$ cat config.mk
export PLATFORM = sky130hd
export DESIGN_NAME = rr_grant_arbiter_flat
export DESIGN_NICKNAME = d
export VERILOG_FILES = /design/src/rtl/rr_grant_arbiter_pkg.sv /design/src/rtl/rr_grant_arbiter_if.sv /design/src/rtl/rr_grant_arbiter_decoder.sv /design/src/rtl/rr_grant_arbiter.sv /design/src/flat_wrapper.sv
export SDC_FILE = /design/constraint.sdc
export NUM_CORES = 1
export LEC_CHECK = 0
export CORE_MARGIN = 2
export CORE_UTILIZATION = 40
export DETAILED_ROUTE_END_ITERATION = 6
export PLACE_DENSITY = 0.67
export SYNTH_ARGS = -nofsm -noshare
export SYNTH_HDL_FRONTEND = slang
export SYNTH_SLANG_ARGS = --single-unit
$ cat constraint.sdc
create_clock -name clk -period 3.61 [get_ports clk]
set_clock_uncertainty 0.1 [all_clocks]
set_input_delay 0.5415 -clock clk [delete_from_list [all_inputs] [get_ports clk]]
set_output_delay 0.5415 -clock clk [all_outputs]
set_load 0.005 [all_outputs]
$ cat src/rtl/rr_grant_arbiter_pkg.sv
// arb_pkg: arbiter FSM states, default sizing, and the round-robin search helper
package arb_pkg;
  localparam int N_DEF = 3;
  localparam int MAX_HOLD_DEF = 16;
  localparam int MAX_REQ = 256;
  typedef enum logic [1:0] {IDLE, GRANT, GAP} arb_state_t;
  function automatic logic [7:0] rr_pick(input logic [MAX_REQ-1:0] req, input logic [7:0] last, input int n);
    logic [7:0] r;
    logic [7:0] k;
    r = last;
    for (int i = MAX_REQ; i >= 1; i--) begin
      k = 8'((int'(last) + i) % n);
      if (i <= n && req[k]) r = k;
    end
    return r;
  endfunction
endpackage

$ cat src/rtl/rr_grant_arbiter_if.sv
// rr_grant_arbiter_if: requester bus (req in; gnt/gnt_idx/gnt_valid/timeout out) with master/slave modports
interface rr_grant_arbiter_if
  import arb_pkg::*;
#(parameter int N = N_DEF);
  logic [2**N-1:0] req;
  logic [2**N-1:0] gnt;
  logic [N-1:0] gnt_idx;
  logic gnt_valid;
  logic timeout;
  modport master(output req, input gnt, gnt_idx, gnt_valid, timeout);
  modport slave(input req, output gnt, gnt_idx, gnt_valid, timeout);
endinterface

$ cat src/rtl/rr_grant_arbiter_decoder.sv
// decoder: binary index a (N bits) to one-hot y (2**N bits)
module decoder #(
  parameter int N = 3
) (
  input  logic [N-1:0]    a,
  output logic [2**N-1:0] y
);
  assign y = (2**N)'(1) << a;
endmodule

$ cat src/rtl/rr_grant_arbiter.sv
// rr_grant_arbiter: break-before-make round-robin arbiter with hold timeout; ports clk, rst, bus (slave: req in, gnt/gnt_idx/gnt_valid/timeout out)
module rr_grant_arbiter
  import arb_pkg::*;
#(
  parameter int N = N_DEF,
  parameter int MAX_HOLD = MAX_HOLD_DEF
) (
  input logic clk,
  input logic rst,
  rr_grant_arbiter_if.slave bus
);
  localparam int R = 2**N;
  localparam int CW = MAX_HOLD > 0 ? $clog2(MAX_HOLD + 1) : 1;
  localparam logic [CW-1:0] LIM = CW'(MAX_HOLD > 0 ? MAX_HOLD - 1 : 0);
  arb_state_t state_q, state_d;
  logic [N-1:0] idx_q, idx_d, last_q, last_d, pick;
  logic [CW-1:0] cnt_q, cnt_d;
  logic timeout_q, timeout_d;
  logic [R-1:0] raw;
  logic any, own, force_rel, start;
  assign pick = N'(rr_pick(MAX_REQ'(bus.req), 8'(last_q), R));
  assign any = |bus.req;
  assign own = bus.req[idx_q];
  assign force_rel = (MAX_HOLD != 0) && own && cnt_q == LIM;
  assign start = state_q != GRANT && any;
  always_comb begin
    state_d = state_q == GRANT ? ((!own || force_rel) ? GAP : GRANT) : (any ? GRANT : IDLE);
    idx_d = start ? pick : idx_q;
    last_d = start ? pick : last_q;
    cnt_d = start ? '0 : (state_q == GRANT && cnt_q != '1) ? cnt_q + 1'b1 : cnt_q;
    timeout_d = state_q == GRANT && force_rel;
  end
  always_ff @(posedge clk) begin
    if (rst) begin
      state_q <= IDLE;
      idx_q <= '0;
      last_q <= N'(R - 1);
      cnt_q <= '0;
      timeout_q <= 1'b0;
    end else begin
      state_q <= state_d;
      idx_q <= idx_d;
      last_q <= last_d;
      cnt_q <= cnt_d;
      timeout_q <= timeout_d;
    end
  end
  decoder #(.N(N)) u_dec (.a(idx_q), .y(raw));
  assign bus.gnt_valid = state_q == GRANT;
  assign bus.gnt = bus.gnt_valid ? raw : '0;
  assign bus.gnt_idx = idx_q;
  assign bus.timeout = timeout_q;
endmodule

$ cat src/flat_wrapper.sv
// flat-port wrapper written by rule: the top's interface ports become plain ports
module rr_grant_arbiter_flat import arb_pkg::*;
#(
  parameter int N = N_DEF,
  parameter int MAX_HOLD = MAX_HOLD_DEF
)
  (clk, rst, bus_req, bus_gnt, bus_gnt_idx, bus_gnt_valid, bus_timeout);
  rr_grant_arbiter_if #(.N(N)) bus_i ();
  input logic clk;
  input logic rst;
  input wire logic [$bits(bus_i.req)-1:0] bus_req;
  output wire logic [$bits(bus_i.gnt)-1:0] bus_gnt;
  output wire logic [$bits(bus_i.gnt_idx)-1:0] bus_gnt_idx;
  output wire logic [$bits(bus_i.gnt_valid)-1:0] bus_gnt_valid;
  output wire logic [$bits(bus_i.timeout)-1:0] bus_timeout;
  assign bus_i.req = bus_req;
  assign bus_gnt = bus_i.gnt;
  assign bus_gnt_idx = bus_i.gnt_idx;
  assign bus_gnt_valid = bus_i.gnt_valid;
  assign bus_timeout = bus_i.timeout;
  rr_grant_arbiter #(.N(N), .MAX_HOLD(MAX_HOLD)) u_core (.clk(clk), .rst(rst), .bus(bus_i));
endmodule
== Word-level counts from Yosys, hierarchy flattened ==
Index checks and enable logic that the tools add are counted.

* Flip-flop bits (word level): 14
* Input bits: 10
* Output and inout port bits: 13
* Word-level logic and storage cells: 82

* $add $sub $neg: 9
* Magnitude comparators: 9
* Eq/ne operators: 4
* Shift operators: 1
* Multiplexer cells: 30
* Bitwise operators: 8
* Reduce and logical (&&, ||, !) cells: 16

{| class="wikitable"
|+ Operator list
! operator !! count
|-
| 8-bit by 9-bit less-than comparator with 1-bit output (second input constant) || 8
|-
| 1-bit binary-select mux with 4-bit select || 8
|-
| 3-bit 2-to-1 mux || 8
|-
| 3-bit OR reduction || 8
|-
| 3-bit adder (second input constant) || 4
|-
| 1-bit 2-to-1 mux || 10
|-
| 1-bit AND (first input constant) || 8
|-
| 8-bit 2-to-1 mux || 1
|-
| 8-bit OR reduction || 1
|-
| 1-bit by 3-bit << shifter with 8-bit output (first input constant) || 1
|-
| 3-bit by 1-bit adder with 3-bit output (second input constant) || 2
|-
| 3-bit by 2-bit adder with 3-bit output (second input constant) || 2
|-
| 5-bit by 1-bit adder with 5-bit output (second input constant) || 1
|-
| 5-bit by 4-bit == test with 1-bit output (second input constant) || 1
|-
| 5-bit inequality test (second input constant) || 1
|-
| 1-bit logical AND || 4
|-
| 3-bit by 4-bit less-than comparator with 1-bit output (second input constant) || 1
|-
| 2-bit 2-to-1 mux || 2
|-
| 1-bit binary-select mux with 3-bit select || 1
|-
| 2-bit by 1-bit == test with 1-bit output (second input constant) || 1
|-
| 2-bit by 1-bit inequality test with 1-bit output (second input constant) || 1
|-
| 2-bit OR reduction || 1
|-
| 1-bit zero test || 1
|-
| 1-bit logical OR || 1
|}

== Logic depth before layout (Yosys ltp) ==
Gate-level depths: netlist of run 1.

* Word-level depth: 13
* Mapped depth: 11
* Depth with buffers taken out: 9

== Modules after synthesis ==
Synthesis of run 1 repeated with hierarchy kept, for this count alone.

* Cell total of the unflattened synthesis: 178
* Area, all modules: 1591.5 sq um

{| class="wikitable"
|+ By module, submodules not included
! module !! instances !! cells each !! area each (sq um)
|-
| rr_grant_arbiter || 1 || 170 || 1526.5
|-
| decoder || 1 || 8 || 65.1
|}

== Worst setup path after synthesis of run 1 ==
OpenSTA, ideal clock, no wires.

* Kind: flip-flop to flip-flop
* Start point: register u_core.last_q[0]
* End point: register u_core.idx_q[1] (netlist: u_core.bus.gnt_idx[1])
* Library setup time: 0.147 ns
* Arrival: 2.521 ns
* Slack: 0.842 ns
* Stages on the path, launching flop included: 10
* Buffers on the path: 1
* Clock period less this slack: 2.768 ns
* Cells stage by stage: dfxtp_1 -> buf_6 -> inv_2 -> ha_1 -> mux4_2 -> nor2b_4 -> a2111oi_1 -> a21oi_1 -> o32ai_2 -> a221oi_2

* Longest elaborated chain between the ends: 13
* Elaborated cells between the ends (all ways): 48
* Classes of those cells: add/sub (8); mux (24); bitwise (8); reduce/logical (8)

{| class="wikitable"
|+ Ends and longest elaborated chain
! item !! RTL line !! source
|-
| from (decl) || rr_grant_arbiter.sv:16 || <nowiki>logic [N-1:0] idx_q, idx_d, last_q, last_d, pick;</nowiki>
|-
| from (signal assigned) || rr_grant_arbiter.sv:37 || <nowiki>last_q <= N'(R - 1);</nowiki>
|-
| from (signal assigned) || rr_grant_arbiter.sv:43 || <nowiki>last_q <= last_d;</nowiki>
|-
| 3-bit by 1-bit adder with 3-bit output || rr_grant_arbiter_pkg.sv:12 || <nowiki>k = 8'((int'(last) + i) % n);</nowiki>
|-
| 3-bit OR reduction (no line) || - ||
|-
| 1-bit AND (no line) || - ||
|-
| 1-bit binary-select mux with 4-bit select || rr_grant_arbiter_pkg.sv:13 || <nowiki>if (i <= n && req[k]) r = k;</nowiki>
|-
| 1-bit 2-to-1 mux (not written as such) || rr_grant_arbiter_pkg.sv:13 ||
|-
| 3-bit 2-to-1 mux (7 in a row) || rr_grant_arbiter_pkg.sv:13 ||
|-
| 3-bit 2-to-1 mux * || rr_grant_arbiter_pkg.sv:13 ||
|-
| to (signal assigned) || rr_grant_arbiter.sv:42 || <nowiki>idx_q <= idx_d;</nowiki>
|-
| to (decl) || rr_grant_arbiter.sv:16 ||
|}

Every way passes the cells marked *; elsewhere a longest branch is shown, timed or not. The select of a mux whose other input is x is not followed.
A chain may end at the register's enable or synchronous reset.

== Worst setup path in the final report of run 1 ==
* Start point: register u_core.last_q[1]
* End point: register u_core.idx_q[1] (netlist: u_core.bus.gnt_idx[1])

The elaborated chain is that of the path after synthesis.

==> results of run 1 <==
## registers in the layout, indices dropped and copies added (netlist names)
name	count
u_core.bus.gnt_idx	3
u_core.bus.timeout	1
u_core.cnt_q	5
u_core.last_q	3
u_core.state_q	2
## through the flow
| step | util | instance area, µm² | hold slack, ps |
|---|---|---|---|
| 6_report | 0.468 | 2010 | 403 |
| 5_1_grt | 0.468 | 2010 | 446 |
| 3_3_place_gp | 0.455 | 1950 | 393 |
| 4_1_cts | 0.468 | 2010 | 400 |
| 3_5_place_dp | 0.455 | 1950 | 392 |
| 2_1_floorplan | - | 1750 | 371 |
## layer usage
metal	wire length [µm]	GRT usage	vias up
met3	186	0.0115	10
met5	0	0	-
met4	113	0.0855	0
met2	1840	0.281	51
met1	1910	0.250	724
li1	-	-	764
## layout make-up
type	count	area share
Inverter	9	0.0168
Timing Repair Buffer	25	0.121
Clock buffer	4	0.0274
Multi-Input combinational cell	157	0.663
Sequential cell	14	0.139
Tap cell	52	0.0324
## path summary, 6_finish.rpt
check / from / to / slack [ps] / cells after the start
worst min register to register: u_core.cnt_q[1]$_SDFFE_PP0P_ / u_core.cnt_q[1]$_SDFFE_PP0P_ / 400 / 2
worst max-delay path: u_core.last_q[1]$_SDFFE_PP1P_ / u_core.bus.gnt_idx[1]$_SDFFE_PP0P_ / 730 / 7
worst max register to register: u_core.last_q[1]$_SDFFE_PP1P_ / u_core.bus.gnt_idx[1]$_SDFFE_PP0P_ / 730 / 7
worst min-delay path: u_core.cnt_q[1]$_SDFFE_PP0P_ / u_core.cnt_q[1]$_SDFFE_PP0P_ / 400 / 2
## logic make-up after synthesis
group | Yosys count
AO/OA/AOI/OAI | 45
XOR/XNOR | 7
adder cells (fa/ha/maj) | 5
buffers and inverters | 25
flip-flops | 14
multiplexers | 28
AND/OR/NAND/NOR | 72
## power by group
| part | total, mW | switching, mW | leakage [nW] | internal [mW] |
|---|---|---|---|---|
| logic | 1.24 | 0.658 | 0.602 | 0.587 |
| registers | 0.253 | 0.0657 | 0.115 | 0.187 |
| clock network | 0.153 | 0.0562 | 0.0288 | 0.0967 |
## cell usage in the layout, fill, tap and decap left out, types with 2 or more instances in the layout
cell,count
a2111oi_0,3
a211oi_1,4
a21o_1,3
a21oi_1,8
a221oi_2,4
and2_1,3
buf_4,3
clkbuf_8,4
clkdlybuf4s50_1,22
dfxtp_1,14
ha_1,5
inv_1,7
mux2_2,6
mux2i_1,8
mux4_1,2
mux4_2,9
nand2_1,18
nand2b_1,3
nor2_1,18
nor2b_1,6
nor3_1,10
nor3b_1,3
nor4_1,3
nor4b_1,2
o21ai_0,3
o21ai_1,3
o21bai_1,2
o31ai_1,2
o32ai_2,2
xnor2_1,4
xor2_1,2
## worst min-delay path, cell delays in order, from the launching register on
cell     delay, ps
dfxtp_1        320
o21ai_0         70
a21oi_1         60
==> results.toml, run 1 <==
[outcome]
outcome = "finished clean"

[global_routing]
grt-ovfl-total = 0
antenna_found_initial = 0
grt_pass1_wl_um = 7150
track_usage = 0.179
grt_max_degree = 27
grt_pass1_vias = 1466

[final_layout]
drive_above_1_share = 0.187
syn_to_final_growth_pct = 14.6
fill_cells = 433
regArea_um2 = 280
fin_cells = 261
antenna-diode-count = 0
nets = 225
multi_input_area_um2 = 1330

[place]
io_buffers = 22
dp.cells = 257
preCtsSetupSlack_ps = 559
dp_hpwl_um = 2970
gp_congestion = 0.880

[sta]
setup_slack_ps = 732
tns_ps = 0
max_freq_mhz = 347
hold_viol_final = 0
rsz0062_at_grt = "false"
period_share = 0.797
slew_headroom = 0.498
worst_pin_slew_ps = 752
fin_crit_ps = 2880
drv_slew = 0
setup-violations-final = 0

[setup_path]
cp_slowest_cell = "mux4_1"
startpoint_type = "flip-flop"
critPathTopFamily = "compound AO/OA/AOI/OAI gates"
cp_max_fo = 6
crit_type = "reg2reg"
crit_path_end_kind = "flip-flop"
crit_path_cell_trace = "inv_1 -> ha_1 -> mux4_1 -> a2111oi_1 -> a21oi_1 -> o32ai_2 -> a221oi_2"
worstPathRequired_ps = 3610
cp_num_buf_inv = 1
crit_arrival_ps = 2880
max_stage_delay_ps = 740

[logic_synthesis]
synth_top_family_by_area = "multiplexers"
synth_edf_count = 0
synth_flop_cell = "dfxtp_1"
synthXorXnorAreaFrac = 0.0393
synthAdderAreaFrac = 0.0357
synth_compound_area_frac = 0.213
synth_top_area_share = 0.160
synth_area_per_cell_um2 = 8.94
synth_nets = 211
async_flop_share = 0
yosys.area.top_type = "dfxtp_1"
synth_seq_area_share = 0.160
synth.mux.area_fraction = 0.258
netlist_top_cells_count = "18 x nand2_1, 18 x nor2_1, 14 x dfxtp_1"
synthTopCellsByArea = "dfxtp_1 16%, mux4_2 12%, mux2i_1 4.6%"
syn-cell-area_um2 = 1750
synthSimpleGateAreaFrac = 0.214
syn_inst = 196
yosysWarnings = 0
ys_seq_elements = 14
yosysUniqueCellTypes = 55

[cts]
cts_hold_buffers = 0
cts_tree = "built"
cts_inserted_buffers = 3
cts-root-buf = "clkbuf_8"
clock-sinks = 14
ctsHtreeMaxLevel = 1
cts_buffer_depth = 2
cts_setup_buffers = 0
clk_pin_slew_worst_paths_ps = 60
clock_latency_ps = 250
cts_resized = 0

[hold_path]
worstHoldPathType = "reg2reg"

[route]
via_per_inst = 5.93
drcViolationCount = 0
firstDrtPassIters = 4
num_vias = 1549
first_iter_violations = 130
wl_per_cell_um = 15.5
ant_nets = 0
wl_um = 4050

[pwr]
power_density_nw_per_um2 = 821
power_mw = 1.65
p_leak_nw = 0.746
peakVddDrop_uv = 325

[floorplanning]
die_area_um2 = 4930
core_area_um2 = 4290
rows = 24
die_h_um = 70.2
start_util = 0.408
die_x_um = 70.2
num_io_pins = 23

[flow_run]
max_cap_violations = 0
No activity file was read; power rests on OpenSTA's default activity.
==> run 2: changes to the inputs <==
clock period = 2.9 ns   (was 3.61 ns; I/O delays follow)
==> run 2 against run 1 <==
  * Sequential share of layout area down 0.61 points
  * Critical path depth unchanged
  * Non-clock buffer count up 14
  * Fmax up 7.2%
  * Via count up 1.4%
  * Combinational power up 31%
  * Utilization up 2.1 points
  * Routed wire length up 3.8%
  * Sequential power up 19%
  * Sequential cell count unchanged
  * Critical endpoint is now u_core.last_q[1]$_SDFFE_PP1P_
  * Largest cell class unchanged
==> results.toml, run 2 (synthesis gave the netlist of run 1 again) <==
[sta]
worst_pin_slew_ps = 485
tns_ps = 0
setup_slack_ps = 215
setup-violations-final = 0
fin_crit_ps = 2680
drv_slew = 0
max_freq_mhz = 372
slew_headroom = 0.676
period_share = 0.926
hold_viol_final = 0
rsz0062_at_grt = "false"

[setup_path]
max_stage_delay_ps = 690
worstPathRequired_ps = 2920
crit_path_cell_trace = "inv_2 -> ha_1 -> mux4_1 -> a2111oi_1 -> a21oi_1 -> o32ai_2 -> a21oi_1"
cpMostUsedCell = "a21oi_1"
cp_slowest_cell = "mux4_1"
crit_type = "reg2reg"
crit_path_end_kind = "flip-flop"
cp_max_fo = 7
startpoint_type = "flip-flop"
crit_arrival_ps = 2700

[cts]
cts_buffer_depth = 2
cts_resized = 0
cts-root-buf = "clkbuf_8"
cts_setup_buffers = 0
cts_tree = "built"
cts_hold_buffers = 0
cts_inserted_buffers = 3
clk_pin_slew_worst_paths_ps = 60
ctsHtreeMaxLevel = 1
clock-sinks = 14
clock_latency_ps = 240

[pwr]
clock_power_share = 0.076
combPwrFrac = 0.780
power_density_nw_per_um2 = 993
intPower_mw = 1.10
power_mw = 2.09
switchingPower_uw = 985
switching_share = 0.472
peakVddDrop_uv = 522
power_frac_seq = 0.144
p_leak_nw = 0.806

[final_layout]
largest_reg_flops = 5
syn_to_final_growth_pct = 19.8
regArea_um2 = 280
final_common_cell = "clkdlybuf4s50_1"
multi_input_area_um2 = 1330
drive_above_1_share = 0.234
nets = 239
layout_common_cells = "22 x clkdlybuf4s50_1, 18 x nand2_1, 18 x nor2_1"
largest-register = "u_core.cnt_q"
fill_cells = 417
finalInstanceArea_um2 = 2100
antenna-diode-count = 0

[global_routing]
track_usage = 0.178
grt_pass1_vias = 1497
grt_pass1_wl_um = 7070
antenna_found_initial = 0
grt_max_degree = 27
grt-ovfl-total = 0

[hold_path]
worstHoldPathType = "reg2reg"

[route]
first_iter_violations = 79
firstDrtPassIters = 4
via_per_inst = 5.73
wl_um = 4210
wl_per_cell_um = 15.4
drcViolationCount = 0
ant_nets = 0
num_vias = 1570

[place]
place_area_um2 = 2060
dp_hpwl_um = 3310
preCtsSetupSlack_ps = 101
io_buffers = 22
gp_congestion = 0.841

[floorplanning]
core_area_um2 = 4290
die_area_um2 = 4930
die_x_um = 70.2
start_util = 0.408
num_io_pins = 23
die_h_um = 70.2
rows = 24

[flow_run]
max_cap_violations = 0

[outcome]
outcome = "finished clean"
==> run 2: power by group through the flow <==
stage / Sequential (mW) / Combinational [mW] / Clock, mW
after global placement: 0.306 / 1.62 / 0
after global routing: 0.310 / 1.79 / 0.169
final: 0.301 / 1.63 / 0.158
after detailed placement: 0.305 / 1.63 / 0
after CTS: 0.302 / 1.63 / 0.163
after floorplan: 0.272 / 1.33 / 0
==> run 2: final timing paths <==
| kind | startpoint | end | slack [ps] | cells after the start |
|---|---|---|---|---|
| hold / removal | u_core.cnt_q[1]$_SDFFE_PP0P_ | u_core.cnt_q[1]$_SDFFE_PP0P_ | 410 | 2 |
| setup / recovery | u_core.last_q[0]$_SDFFE_PP1P_ | u_core.last_q[1]$_SDFFE_PP1P_ | 220 | 7 |
| setup reg to reg | u_core.last_q[0]$_SDFFE_PP1P_ | u_core.last_q[1]$_SDFFE_PP1P_ | 220 | 7 |
| hold reg to reg | u_core.cnt_q[1]$_SDFFE_PP0P_ | u_core.cnt_q[1]$_SDFFE_PP0P_ | 410 | 2 |
==> run 2: final cells by class <==
class / instances / share of cell area
tap: 52 / 0.0310
multi-input combinational: 157 / 0.634
clock buffer: 3 / 0.0197
sequential: 14 / 0.133
inverter: 9 / 0.0161
timing repair buffer: 39 / 0.166
==> run 2: per-stage QoR <==
stage                     hold WS [ps]  cells  utilization
after floorplan                    371    196            -
after global placement             393    271        0.480
after detailed placement           398    271        0.480
after CTS                          406    274        0.489
after global routing               442    274        0.489
final                              407    274        0.489
==> run 2: per-layer routing <==
| layer | routed length [µm] | GRT usage |
|---|---|---|
| met1 | 1980 | 0.239 |
| met2 | 1980 | 0.303 |
| met3 | 213 | 0.0216 |
| met4 | 39 | 0.0470 |
| met5 | 0 | 0 |
==> run 2: critical path, delay by kind of cell (launching register included) <==
kind / cells / cell delay [ps]
flops: 1 / 340
buf+inv: 1 / 60
mux: 1 / 690
fa+ha+maj: 1 / 420
compound gates: 4 / 940
